==> config.mk <==
export PLATFORM = sky130hd
export DESIGN_NAME = seq_mag_comp
export DESIGN_NICKNAME = d
export VERILOG_FILES = /design/src/rtl/seq_mag_comp.sv
export SDC_FILE = /design/constraint.sdc
export NUM_CORES = 1
export LEC_CHECK = 0
export BUFFER_PORTS_ARGS = -buffer_cell sky130_fd_sc_hd__buf_2
export CAP_MARGIN = 5
export CORE_UTILIZATION = 49
export CTS_CLUSTER_DIAMETER = 80
export DETAILED_ROUTE_END_ITERATION = 12
export PLACE_DENSITY = 0.78
export SYNTH_ARGS = -nofsm -noshare
export SYNTH_HDL_FRONTEND = slang
export SYNTH_SLANG_ARGS = --single-unit
export TNS_END_PERCENT = 10
==> constraint.sdc <==
create_clock -name clk -period 2 [get_ports clk]
set_input_delay 0.4 -clock clk [delete_from_list [all_inputs] [get_ports clk]]
set_output_delay 0.4 -clock clk [all_outputs]
set_load 0.005 [all_outputs]
==> src/rtl/seq_mag_comp.sv <==
// Multi-cycle unsigned magnitude comparator: walks A/B MSB-first two bits per
// cycle through an external 2-bit slice and stops at the first unequal pair.
module seq_mag_comp #(
  parameter int WIDTH = 8
) (
  input  logic             clk,
  input  logic             rst,
  input  logic             start,
  input  logic [WIDTH-1:0] a,
  input  logic [WIDTH-1:0] b,
  output logic [1:0]       slice_x,
  output logic [1:0]       slice_y,
  input  logic             slice_gt,
  input  logic             slice_lt,
  input  logic             slice_eq,
  output logic             busy,
  output logic             done,
  output logic             agtb,
  output logic             altb,
  output logic             aeqb
);

  localparam int NP    = WIDTH / 2;
  localparam int IDX_W = (NP > 1) ? $clog2(NP) : 1;
  localparam int NSLOT = 2 ** IDX_W;

  typedef enum logic [1:0] {S_IDLE, S_CMP, S_DONE} state_t;

  state_t           state_q, state_d;
  logic [IDX_W-1:0] idx_q, idx_d;
  logic [WIDTH-1:0] a_q, a_d, b_q, b_d;
  logic             agtb_q, agtb_d, altb_q, altb_d, aeqb_q, aeqb_d;

  // The slice's eq output is redundant with !gt && !lt; kept on the port only.
  logic unused_slice_eq;
  assign unused_slice_eq = slice_eq;

  // Pair lookup tables padded to a power of two so idx can never select
  // past the end, even for the single-pair case.
  logic [1:0] a_pair [NSLOT];
  logic [1:0] b_pair [NSLOT];

  for (genvar i = 0; i < NSLOT; i++) begin : g_pair
    if (i < NP) begin : g_real
      assign a_pair[i] = a_q[2*i +: 2];
      assign b_pair[i] = b_q[2*i +: 2];
    end else begin : g_pad
      assign a_pair[i] = 2'b00;
      assign b_pair[i] = 2'b00;
    end
  end

  always_ff @(posedge clk) begin
    if (rst) begin
      state_q <= S_IDLE;
      idx_q   <= '0;
      a_q     <= '0;
      b_q     <= '0;
      agtb_q  <= 1'b0;
      altb_q  <= 1'b0;
      aeqb_q  <= 1'b0;
    end else begin
      state_q <= state_d;
      idx_q   <= idx_d;
      a_q     <= a_d;
      b_q     <= b_d;
      agtb_q  <= agtb_d;
      altb_q  <= altb_d;
      aeqb_q  <= aeqb_d;
    end
  end

  always_comb begin
    state_d = state_q;
    idx_d   = idx_q;
    a_d     = a_q;
    b_d     = b_q;
    agtb_d  = agtb_q;
    altb_d  = altb_q;
    aeqb_d  = aeqb_q;
    unique case (state_q)
      S_IDLE: begin
        if (start) begin
          a_d     = a;
          b_d     = b;
          idx_d   = IDX_W'(NP - 1);
          agtb_d  = 1'b0;
          altb_d  = 1'b0;
          aeqb_d  = 1'b0;
          state_d = S_CMP;
        end
      end
      S_CMP: begin
        // gt wins over lt; neither asserted means this pair is equal.
        if (slice_gt) begin
          agtb_d  = 1'b1;
          state_d = S_DONE;
        end else if (slice_lt) begin
          altb_d  = 1'b1;
          state_d = S_DONE;
        end else if (idx_q == '0) begin
          aeqb_d  = 1'b1;
          state_d = S_DONE;
        end else begin
          idx_d = idx_q - 1'b1;
        end
      end
      S_DONE:  state_d = S_IDLE;
      default: state_d = S_IDLE;
    endcase
  end

  always_comb begin
    busy    = 1'b0;
    done    = 1'b0;
    slice_x = 2'b00;
    slice_y = 2'b00;
    unique case (state_q)
      S_CMP: begin
        busy    = 1'b1;
        slice_x = a_pair[idx_q];
        slice_y = b_pair[idx_q];
      end
      S_DONE:  done = 1'b1;
      default: ;
    endcase
  end

  assign agtb = agtb_q;
  assign altb = altb_q;
  assign aeqb = aeqb_q;

endmodule

Word level (Yosys, flattened, before mapping):

Index checks and enable logic that the tools add are counted.

* bits in registers: 23
* word-level logic and storage cells: 59

* $add $sub $neg: 1
* $lt $le $gt $ge: 1
* equal/unequal tests: 10
* muxes and demuxes: 30
* bitwise logic cells: 1
* reductions and logical operators: 9

Operator list (count)
* $mux W2: 14
* $ne A2 B2 Y1 const B: 7
* $reduce_and A5 Y1: 2
* $mux W1: 9
* $bmux W2 S2: 2
* $pmux W2 S2: 2
* $pmux W1 S2: 3
* $logic_not A2 Y1: 2
* $ne A4 B4 Y1 const B: 1
* $reduce_and A2 Y1: 2
* $reduce_and A4 Y1: 1
* $ge A3 B3 Y1 const B: 1
* $not A2 Y3: 1
* $reduce_and A3 Y1: 1
* $eq A2 B1 Y1 const B: 1
* $eq A2 B2 Y1 const B: 1
* $reduce_bool A2 Y1: 1
* $sub A2 B1 Y2 const B: 1

Logic depth before layout (Yosys ltp):

Gate-level depths: netlist of the first run.

* depth in word-level cells: 5
* gate-level depth with buffers: 6
* gate-level depth less buffers: 5

Worst setup path after synthesis of the first run:

Ideal clock, no wire load.

* path kind: register to output
* start point: reg idx_q[0]
* end point: out slice_x[0]
* arrival: 1.128 ns
* slack: 0.472 ns
* cell stages (with the launch flop): 4
* cells stage by stage: dfxtp_1 > buf_2 > mux4_2 > and2_1

* cells in the longest elaborated chain, start to end: 5

RTL lines
* start: declaration: line 30 `logic [IDX_W-1:0] idx_q, idx_d;`
* start signal: assignment: line 64 `idx_q <= idx_d;`
* $not A2 Y3 (implied by the code): line 121 `slice_x = a_pair[idx_q];`
* $bmux W2 S2: line 121
* $mux W2 (implied by the code) (2 in series): line 121
* $mux W2: line 118 `unique case (state_q)`
* end: declaration: line 11 `output logic [1:0] slice_x,`

No other way between the ends. The select of a mux whose other input is x is not followed.

Worst setup path in the final report of the first run:

* start point: reg idx_q[0]
* end point: out slice_y[0]

* cells in the longest elaborated chain, start to end: 5

RTL lines
* $not A2 Y3 (implied by the code): line 122 `slice_y = b_pair[idx_q];`
* $bmux W2 S2: line 122
* $mux W2 (implied by the code) (2 in series): line 122
* $mux W2: line 118
* end: declaration: line 12 `output logic [1:0] slice_y,`

No other way between the ends. The select of a mux whose other input is x is not followed.

==> impl_metrics.json, run 1 <==
{
  "gr-total-overflow": 0,
  "min_period_ps": 1914,
  "setup_viol_count_final": 0,
  "final.setup.tns_ps": 0,
  "vias": 855,
  "hold_path_class": "in2reg",
  "synthFlopType": "dfxtp_1",
  "drtIter0Drc": 8,
  "place_ws_ps": 227.8,
  "die_w_um": 47.70,
  "crit_path_start_kind": "flop",
  "gp_congestion": 0.7555,
  "clkSlewWorstSetupHoldPaths_ps": 120,
  "insertion_delay_ps": 300,
  "layout.nets": 163,
  "root_buffer": "clkbuf_4",
  "clockBufferDepth": 2,
  "clock_sinks": 23,
  "core-area_um2": 1962,
  "vdd_ir_drop_max_mv": 0.3972,
  "synth.distinct_cells": 25,
  "num_io_pins": 31,
  "maxSlewHeadroom_pct": 59.62,
  "fin_crit_sh_pct": 95.71,
  "syn_area_um2": 1023,
  "synth-async-reset-ratio_pct": 0,
  "vias_per_cell": 5.151,
  "post-cts-setup-buffers": 0,
  "rsz0062_at_grt": "no",
  "setup_slack_ps": 85.74,
  "regArea_um2": 464.2,
  "synth_area_leaders": "dfxtp_1 45%, nand2_1 12%, mux4_2 8.8%",
  "worst_ep_arrival_time_ps": 1510,
  "power.density_nw_per_um2": 715.8,
  "maxSlewViolCount": 0,
  "ys_seq_area_share_pct": 44.99,
  "synth_top_area_share_pct": 44.99,
  "cts_tree": "built",
  "slowest_stage": "mux4_2",
  "ff2ff_path_depth": 5,
  "ys_top_cells_by_count": "32 x nand2_1, 23 x dfxtp_1, 17 x a21oi_1",
  "cp.required_ps": 1600,
  "synth.yosys.warnings": 0,
  "crit_chain": "mux4_2 -> and2_1 -> buf_2",
  "max-cap-violations": 0,
  "cts_hold_buf": 0,
  "met3_usage_pct": 3.396,
  "max_stage_delay_ps": 500,
  "portBuffers": 29,
  "multiInputGateArea_um2": 501.7,
  "syn_inst": 112,
  "start_util_pct": 52.17,
  "path_class": "reg2out",
  "finClkSkew_ps": 7.400,
  "firstDrtPassIters": 4,
  "max_freq_ghz": 0.5224,
  "outcome": "finished clean",
  "p_leak_uw": 0.0005169,
  "regToRegSetupSlack_ps": 290,
  "grt_use_met1_pct": 21.78,
  "grt_start_max_net_pins": 24,
  "yosys.area.top_type": "dfxtp_1",
  "detail_route.wl_per_cell_um": 11.38,
  "ctsHtreeMaxLevel": 1,
  "antenna_found_initial": 0,
  "crit_fanout": 7,
  "synth_edf_count": 0,
  "ys_seq_elements": 23,
  "fp.dieArea_um2": 2275,
  "tightest_slew_ps": 605.1,
  "fillCellCount": 182,
  "fp-row-count": 16,
  "yosysMostFrequentCell": "nand2_1",
  "grt.total_usage_pct": 17.55,
  "met2_usage_pct": 28.65,
  "wl_mm": 1.889,
  "synth.avg_cell_area_um2": 9.138,
  "syn-num-nets": 135,
  "chipHeight_um": 47.70,
  "route.detailed.drc": 0,
  "final-hold-violation-count": 0,
  "grt_pass1_wl_mm": 2.732,
  "holdPathStages": 3,
  "area_growth_syn_to_layout_pct": 16.38,
  "crit_path_end_kind": "output pin",
  "busiest_layer": "met2",
  "final_antenna_net_count": 0,
  "antenna_cells": 0,
  "numCtsBuffers": 3,
  "drive_above_1_share_pct": 31.65,
  "grt_pass1_vias": 689,
  "hpwlAfterDp_mm": 1.367
}
[what timing repair did]
item                       CTS  global route
pin swaps                    0             0
gates cloned                 0             0
setup endpoints to repair    4             4
gates resized for setup      1             3
[through the flow]
stage,power (µW),hold WS [ps],std cells,utilization [%],area (µm²)
6_report,852.6,317.4,166,60.71,1191
5_1_grt,906.3,310.3,166,60.71,1191
4_1_cts,868.7,307.3,166,60.40,1185
3_5_place_dp,660.2,446.6,162,58.93,1156
3_3_place_gp,653.5,440.9,162,58.93,1156
2_1_floorplan,621.3,433.1,112,-,1023
[critical path, delay by kind of cell, from the launching register on]
family        cells  cell delay, ps
flops             1             430
mux               1             500
buf+inv           1             120
simple gates      1             170
[per-layer routing]
layer | share of wire (%) | wire (µm)
met4 | 0.64 | 12
met5 | 0 | 0
met1 | 47 | 882
met2 | 49 | 928
met3 | 3.4 | 65
[cells in the final DEF, fill, tap and decap left out, types with 2 or more instances in the layout]
master / netlist / layout
inv_1: 3 / 3
nor3_1: 3 / 3
a211oi_1: 4 / 4
buf_2: 1 / 29
clkbuf_4: 0 / 3
o21ai_0: 2 / 2
nor3b_1: 2 / 2
nand2_1: 32 / 32
and2_1: 5 / 4
a21oi_1: 17 / 17
dfxtp_1: 23 / 22
mux4_2: 4 / 4
[where the power goes]
group	total (µW)	internal (µW)	switching [µW]	leakage [µW]
combinational	136	68.8	67.1	0.000310
clock	204	74.4	130	0.0000177
sequential	512	487	25.2	0.000189
total	853	631	222	0.000517
[registers in the layout (all words and copies together), names as in the netlist]
signal   flops
agtb         1
aeqb         1
idx_q        2
altb         1
a_q          8
b_q          8
state_q      2
[path summary, 6_finish.rpt]
check / start / to
max reg2reg: idx_q[1] / idx_q[0]
min: a[3] / a_q[3]
min reg2reg: b_q[1] / b_q[1]
max: idx_q[0] / slice_y[0]
[logic make-up (layout without fill, tap and decap cells)]
group	Yosys count	after routing	synth area share, %
muxes	5	5	9.780
buffers and inverters	10	37	6.356
AOI/OAI and AO/OA	25	25	14.91
adders and majority gates	1	1	1.222
and+or+nand+nor	48	48	22.74
DFF	23	23	44.99
[area by class of cell]
type | count | area share, %
tap | 27 | 2.836
clock inverter | 1 | 0.4202
clock buffer | 3 | 1.891
inverter | 3 | 0.9454
sequential | 23 | 38.97
multi-input combinational | 79 | 42.12
timing repair buffer | 30 | 12.82
No activity file was read; power rests on OpenSTA's default activity.
==> run 2: changes to the inputs <==
ABC_AREA = 1   (was unset)
PLACE_DENSITY = 0.77   (was 0.78)
==> impl_metrics.json, run 2 <==
{
  "regToRegSetupSlack_ps": 570,
  "final.setup.tns_ps": 0,
  "synth_area_leaders": "dfxtp_1 44%, nor2_1 21%, o21ai_0 12%",
  "rr_startpoint": "idx_q[0]",
  "antenna_cells": 0,
  "wl_met2_mm": 1.067,
  "synth-async-reset-ratio_pct": 0,
  "final-hold-violation-count": 0,
  "cp.required_ps": 1600,
  "firstDrtPassIters": 4,
  "num_io_pins": 31,
  "chipHeight_um": 48.34,
  "p_leak_uw": 0.0005681,
  "crit_path_end_kind": "output pin",
  "route.detailed.drc": 0,
  "crit_fanout": 6,
  "drive_above_1_share_pct": 22.91,
  "cts_resized": 0,
  "clkSlewWorstSetupHoldPaths_ps": 110,
  "yosys.area.top_type": "dfxtp_1",
  "dr_wl_met3_um": 101,
  "final_cell_mix": "58 x nor2_1, 29 x buf_2, 26 x o21ai_0",
  "maxSlewHeadroom_pct": 69.42,
  "portBuffers": 29,
  "syn-num-nets": 174,
  "place_ws_ps": 402.0,
  "gp_congestion": 0.7560,
  "syn_inst": 151,
  "insertion_delay_ps": 310,
  "synth.avg_cell_area_um2": 6.969,
  "core-area_um2": 1982,
  "synth_xor_area_share_pct": 0,
  "wl_mm": 2.266,
  "synth_top_family_by_area": "simple AND/OR/NAND/NOR gates",
  "cts_hold_buf": 0,
  "power_uw": 906.2,
  "synth.yosys.warnings": 0,
  "max_freq_ghz": 0.5463,
  "ys_top_cells_by_count": "58 x nor2_1, 26 x o21ai_0, 23 x dfxtp_1",
  "fillCellCount": 201,
  "grt_pass1_wl_mm": 3.850,
  "synth_top_area_share_pct": 43.76,
  "outcome": "finished clean",
  "clockBufferDepth": 2,
  "vias": 1035,
  "finClkSkew_ps": 7.578,
  "synthMuxAreaShare_pct": 0,
  "syn_area_um2": 1052,
  "ys_seq_elements": 23,
  "crit_start": "idx_q[1]",
  "max-cap-violations": 0,
  "power.density_nw_per_um2": 742.9,
  "gr-total-overflow": 0,
  "tightest_slew_ps": 458.1,
  "drtIter0Drc": 16,
  "die_w_um": 48.34,
  "antenna_found_initial": 0,
  "endpoint": "slice_y[0]",
  "min_period_ps": 1831,
  "maxSlewViolCount": 0,
  "setup_viol_count_final": 0,
  "hold_path_class": "in2reg",
  "start_util_pct": 53.09,
  "synth-compound-area-share_pct": 16.88,
  "grt_pass1_vias": 917,
  "final_antenna_net_count": 0,
  "clock_sinks": 23,
  "root_buffer": "clkbuf_4",
  "vias_per_cell": 5.024,
  "synth.distinct_cells": 17,
  "fp.dieArea_um2": 2337,
  "met1_length_mm": 1.058,
  "layout_commonest_cell": "nor2_1",
  "highest_layer": "met4",
  "hpwlAfterDp_mm": 1.596,
  "synthFlopType": "dfxtp_1",
  "cts_tree": "built",
  "top_regs": "a_q x8, b_q x8",
  "synth-simple-area-share_pct": 30.56,
  "rsz0062_at_grt": "no",
  "grt_start_max_net_pins": 21,
  "yosysMostFrequentCell": "nor2_1",
  "synth_fa_ha_area_share_pct": 1.189,
  "numCtsBuffers": 3,
  "path_class": "reg2out",
  "layout.nets": 203,
  "worst_ep_arrival_time_ps": 1430,
  "ctsHtreeMaxLevel": 1,
  "ff2ff_path_depth": 8,
  "grt.total_usage_pct": 20.67,
  "fp-row-count": 16,
  "fin_crit_sh_pct": 91.53,
  "area_growth_syn_to_layout_pct": 15.93,
  "crit_path_start_kind": "flop",
  "r2r_end": "idx_q[1]",
  "detail_route.wl_per_cell_um": 11.00,
  "synth_edf_count": 0,
  "vdd_ir_drop_max_mv": 0.3847,
  "ys_seq_area_share_pct": 43.76,
  "setup_slack_ps": 169.4,
  "post-cts-setup-buffers": 0
}
run 2: final cells by class:
type | instances | area [µm²] | area share [%]
Clock buffer | 4 | 26.28 | 2.154
Inverter | 11 | 41.29 | 3.385
Multi-Input combinational cell | 112 | 511.7 | 41.95
Sequential cell | 23 | 461.7 | 37.85
Tap cell | 27 | 33.78 | 2.769
Timing Repair Buffer | 29 | 145.1 | 11.90
run 2: how the worst min path moves through the flow:
stage          startpoint         end  cells after the start  slack (ps)
2_1_floorplan      a_q[2]      a_q[2]                      2         450
3_3_place_gp         altb        altb                      2         450
3_5_place_dp         altb        altb                      2         460
4_1_cts               rst  state_q[0]                      2         310
5_1_grt               rst  state_q[0]                      2         300
6_report              rst  state_q[1]                      2         320
run 2: cell families (layout without fill, tap and decap cells):
logic type | Yosys count | count (layout)
AOI/OAI and AO/OA | 35 | 35
and+or+nand+nor | 76 | 76
DFF | 23 | 23
adders and majority gates | 1 | 1
buffers and inverters | 16 | 44
run 2: critical path: stages (launching register included):
cell	delay (ps)
dfxtp_1	460
inv_1	160
nor2_1	120
o21ai_0	80
a21oi_1	160
buf_2	140
run 2: power by group:
part           internal, µW  switching (µW)
logic                  69.0             104
registers               496            28.1
clock network          77.9             131
total                   643             263
run 2: per-layer routing:
| layer | vias up | track usage, % |
|---|---|---|
| met1 | 463 | 26.34 |
| met3 | 5 | 3.145 |
| met5 | - | 0 |
| met2 | 28 | 34.51 |
| met4 | 0 | 9.314 |
| li1 | 539 | - |
run 2: per-stage QoR:
stage               hold slack [ps]  utilization, %  area, µm²  instances
floorplan                     448.9               -       1052        151
global placement              447.3           60.16       1192        202
detailed placement            456.9           60.16       1192        202
CTS                           313.0           61.49       1219        206
global route                  302.2           61.55       1220        206
finish                        323.2           61.55       1220        206
==> run 3: changes to the inputs <==
==> constraint.sdc (replaced) <==
create_clock -name clk -period 2 [get_ports clk]
set_input_delay 0.2 -clock clk [delete_from_list [all_inputs] [get_ports clk]]
set_output_delay 0.2 -clock clk [all_outputs]
set_load 0.005 [all_outputs]
==> impl_metrics.json, run 3 (synthesis gave the netlist of run 2 again) <==
{
  "gp_congestion": 0.7583,
  "maxSlewHeadroom_pct": 70.07,
  "layout_commonest_cell": "nor2_1",
  "maxSlewViolCount": 0,
  "post-cts-setup-buffers": 0,
  "final_antenna_net_count": 0,
  "slowest_stage": "dfxtp_1",
  "max_stage_delay_ps": 470,
  "num_io_pins": 31,
  "path_buf_inv": 2,
  "vdd_ir_drop_max_mv": 0.4287,
  "layout.nets": 204,
  "ctsHtreeMaxLevel": 1,
  "final_cell_mix": "58 x nor2_1, 29 x buf_2, 26 x o21ai_0",
  "numCtsBuffers": 3,
  "place_ws_ps": 635.3,
  "cts_resized": 0,
  "crit_fanout": 6,
  "worst_ep_arrival_time_ps": 1410,
  "antenna_found_initial": 0,
  "top_regs": "a_q x8, b_q x8",
  "gr-total-overflow": 0,
  "final.setup.tns_ps": 0,
  "antenna_cells": 0,
  "regArea_um2": 460.4,
  "fillCellCount": 194,
  "root_buffer": "clkbuf_4",
  "cts_hold_buf": 0,
  "route.detailed.drc": 0,
  "drive_above_1_share_pct": 22.78,
  "clkSlewWorstSetupHoldPaths_ps": 120,
  "outcome": "finished clean",
  "finalNonFillerCells": 207,
  "insertion_delay_ps": 310,
  "core-area_um2": 1982,
  "p_leak_uw": 0.0005730,
  "power.density_nw_per_um2": 743.5,
  "firstDrtPassIters": 4,
  "regToRegSetupSlack_ps": 610,
  "vias_per_cell": 4.932,
  "dp_cells": 203,
  "setup_slack_ps": 388.0,
  "tightest_slew_ps": 448.5,
  "fp.dieArea_um2": 2337,
  "cp.required_ps": 1800,
  "vias": 1021,
  "grt_pass1_wl_mm": 3.960,
  "fin_crit_sh_pct": 80.60,
  "die_w_um": 48.34,
  "drtIter0Drc": 24,
  "clock_sinks": 23,
  "crit_path_start_kind": "flop",
  "min_period_ps": 1612,
  "fin_util_pct": 61.87,
  "rsz0062_at_grt": "no",
  "crit_family": "flip-flops",
  "cts_tree": "built",
  "area_growth_syn_to_layout_pct": 16.53,
  "max_freq_ghz": 0.6204,
  "final-hold-violation-count": 0,
  "finClkSkew_ps": 5.315,
  "grt.total_usage_pct": 21.23,
  "clockBufferDepth": 2,
  "max-cap-violations": 0,
  "fp-row-count": 16,
  "crit_path_end_kind": "output pin",
  "wl_mm": 2.248,
  "grt_start_max_net_pins": 21,
  "detail_route.wl_per_cell_um": 10.86,
  "hpwlAfterDp_mm": 1.596,
  "start_util_pct": 53.09,
  "crit_chain": "inv_1 -> nor2_1 -> o21ai_0 -> a21oi_1 -> buf_2",
  "chipHeight_um": 48.34,
  "setup_viol_count_final": 0,
  "path_class": "reg2out",
  "grt_pass1_vias": 898,
  "multiInputGateArea_um2": 511.7,
  "hold_path_class": "in2reg",
  "portBuffers": 29
}
==> run 3: cell count changes in the layout (fill, tap and decap cells not counted) <==
cell / before / now
buf_4: 0 / 1
dfxtp_1: 22 / 23
dfxtp_2: 1 / 0
==> run 3: through the flow <==
stage | power, µW | instance area (µm²) | hold slack, ps
floorplan | 656.2 | 1052 | 269.1
finish | 911.7 | 1226 | 118.6
global route | 973.3 | 1226 | 119.4
CTS | 921.3 | 1226 | 107.6
detailed placement | 708.8 | 1200 | 448.6
global placement | 701.0 | 1200 | 442.7
==> run 3: area by class of cell <==
class / count / share of cell area (%)
inverters: 11 / 3.367
multi-input cells: 112 / 41.73
flip-flops and latches: 23 / 37.55
clock buffers: 4 / 2.143
repair buffers: 30 / 12.45
well taps: 27 / 2.755
==> run 3: final timing paths <==
| check | cells after the start | endpoint | start |
|---|---|---|---|
| setup / recovery | 5 | slice_x[1] | idx_q[1] |
| hold reg to reg | 2 | altb | altb |
| hold / removal | 2 | state_q[0] | rst |
| setup reg to reg | 8 | idx_q[1] | idx_q[1] |
==> run 3: worst register-to-register path, stage by stage (launching register included) <==
cell and delay [ps]:
dfxtp_1 470, inv_1 160, ha_1 230, inv_1 80, nand3_2 100, nand2_2 100
nand2_1 70, nand2_1 60, nor2_1 40
==> run 3: report_power, final <==
group	leakage [µW]	switching [µW]	internal, µW
registers	0.000190	22.8	496
logic	0.000368	108	71.4
clock network	0.0000150	136	77.9
total	0.000573	267	645
==> run 3: metal layers <==
layer | up-vias | track usage (%) | wire length (µm) | part of all wire, %
li1 | 541 | - | - | -
met1 | 454 | 29.03 | 1066 | 47
met2 | 24 | 34.04 | 1058 | 47
met3 | 2 | 5.346 | 101 | 4.5
met4 | 0 | 4.412 | 21 | 0.93
met5 | - | 0 | 0 | 0
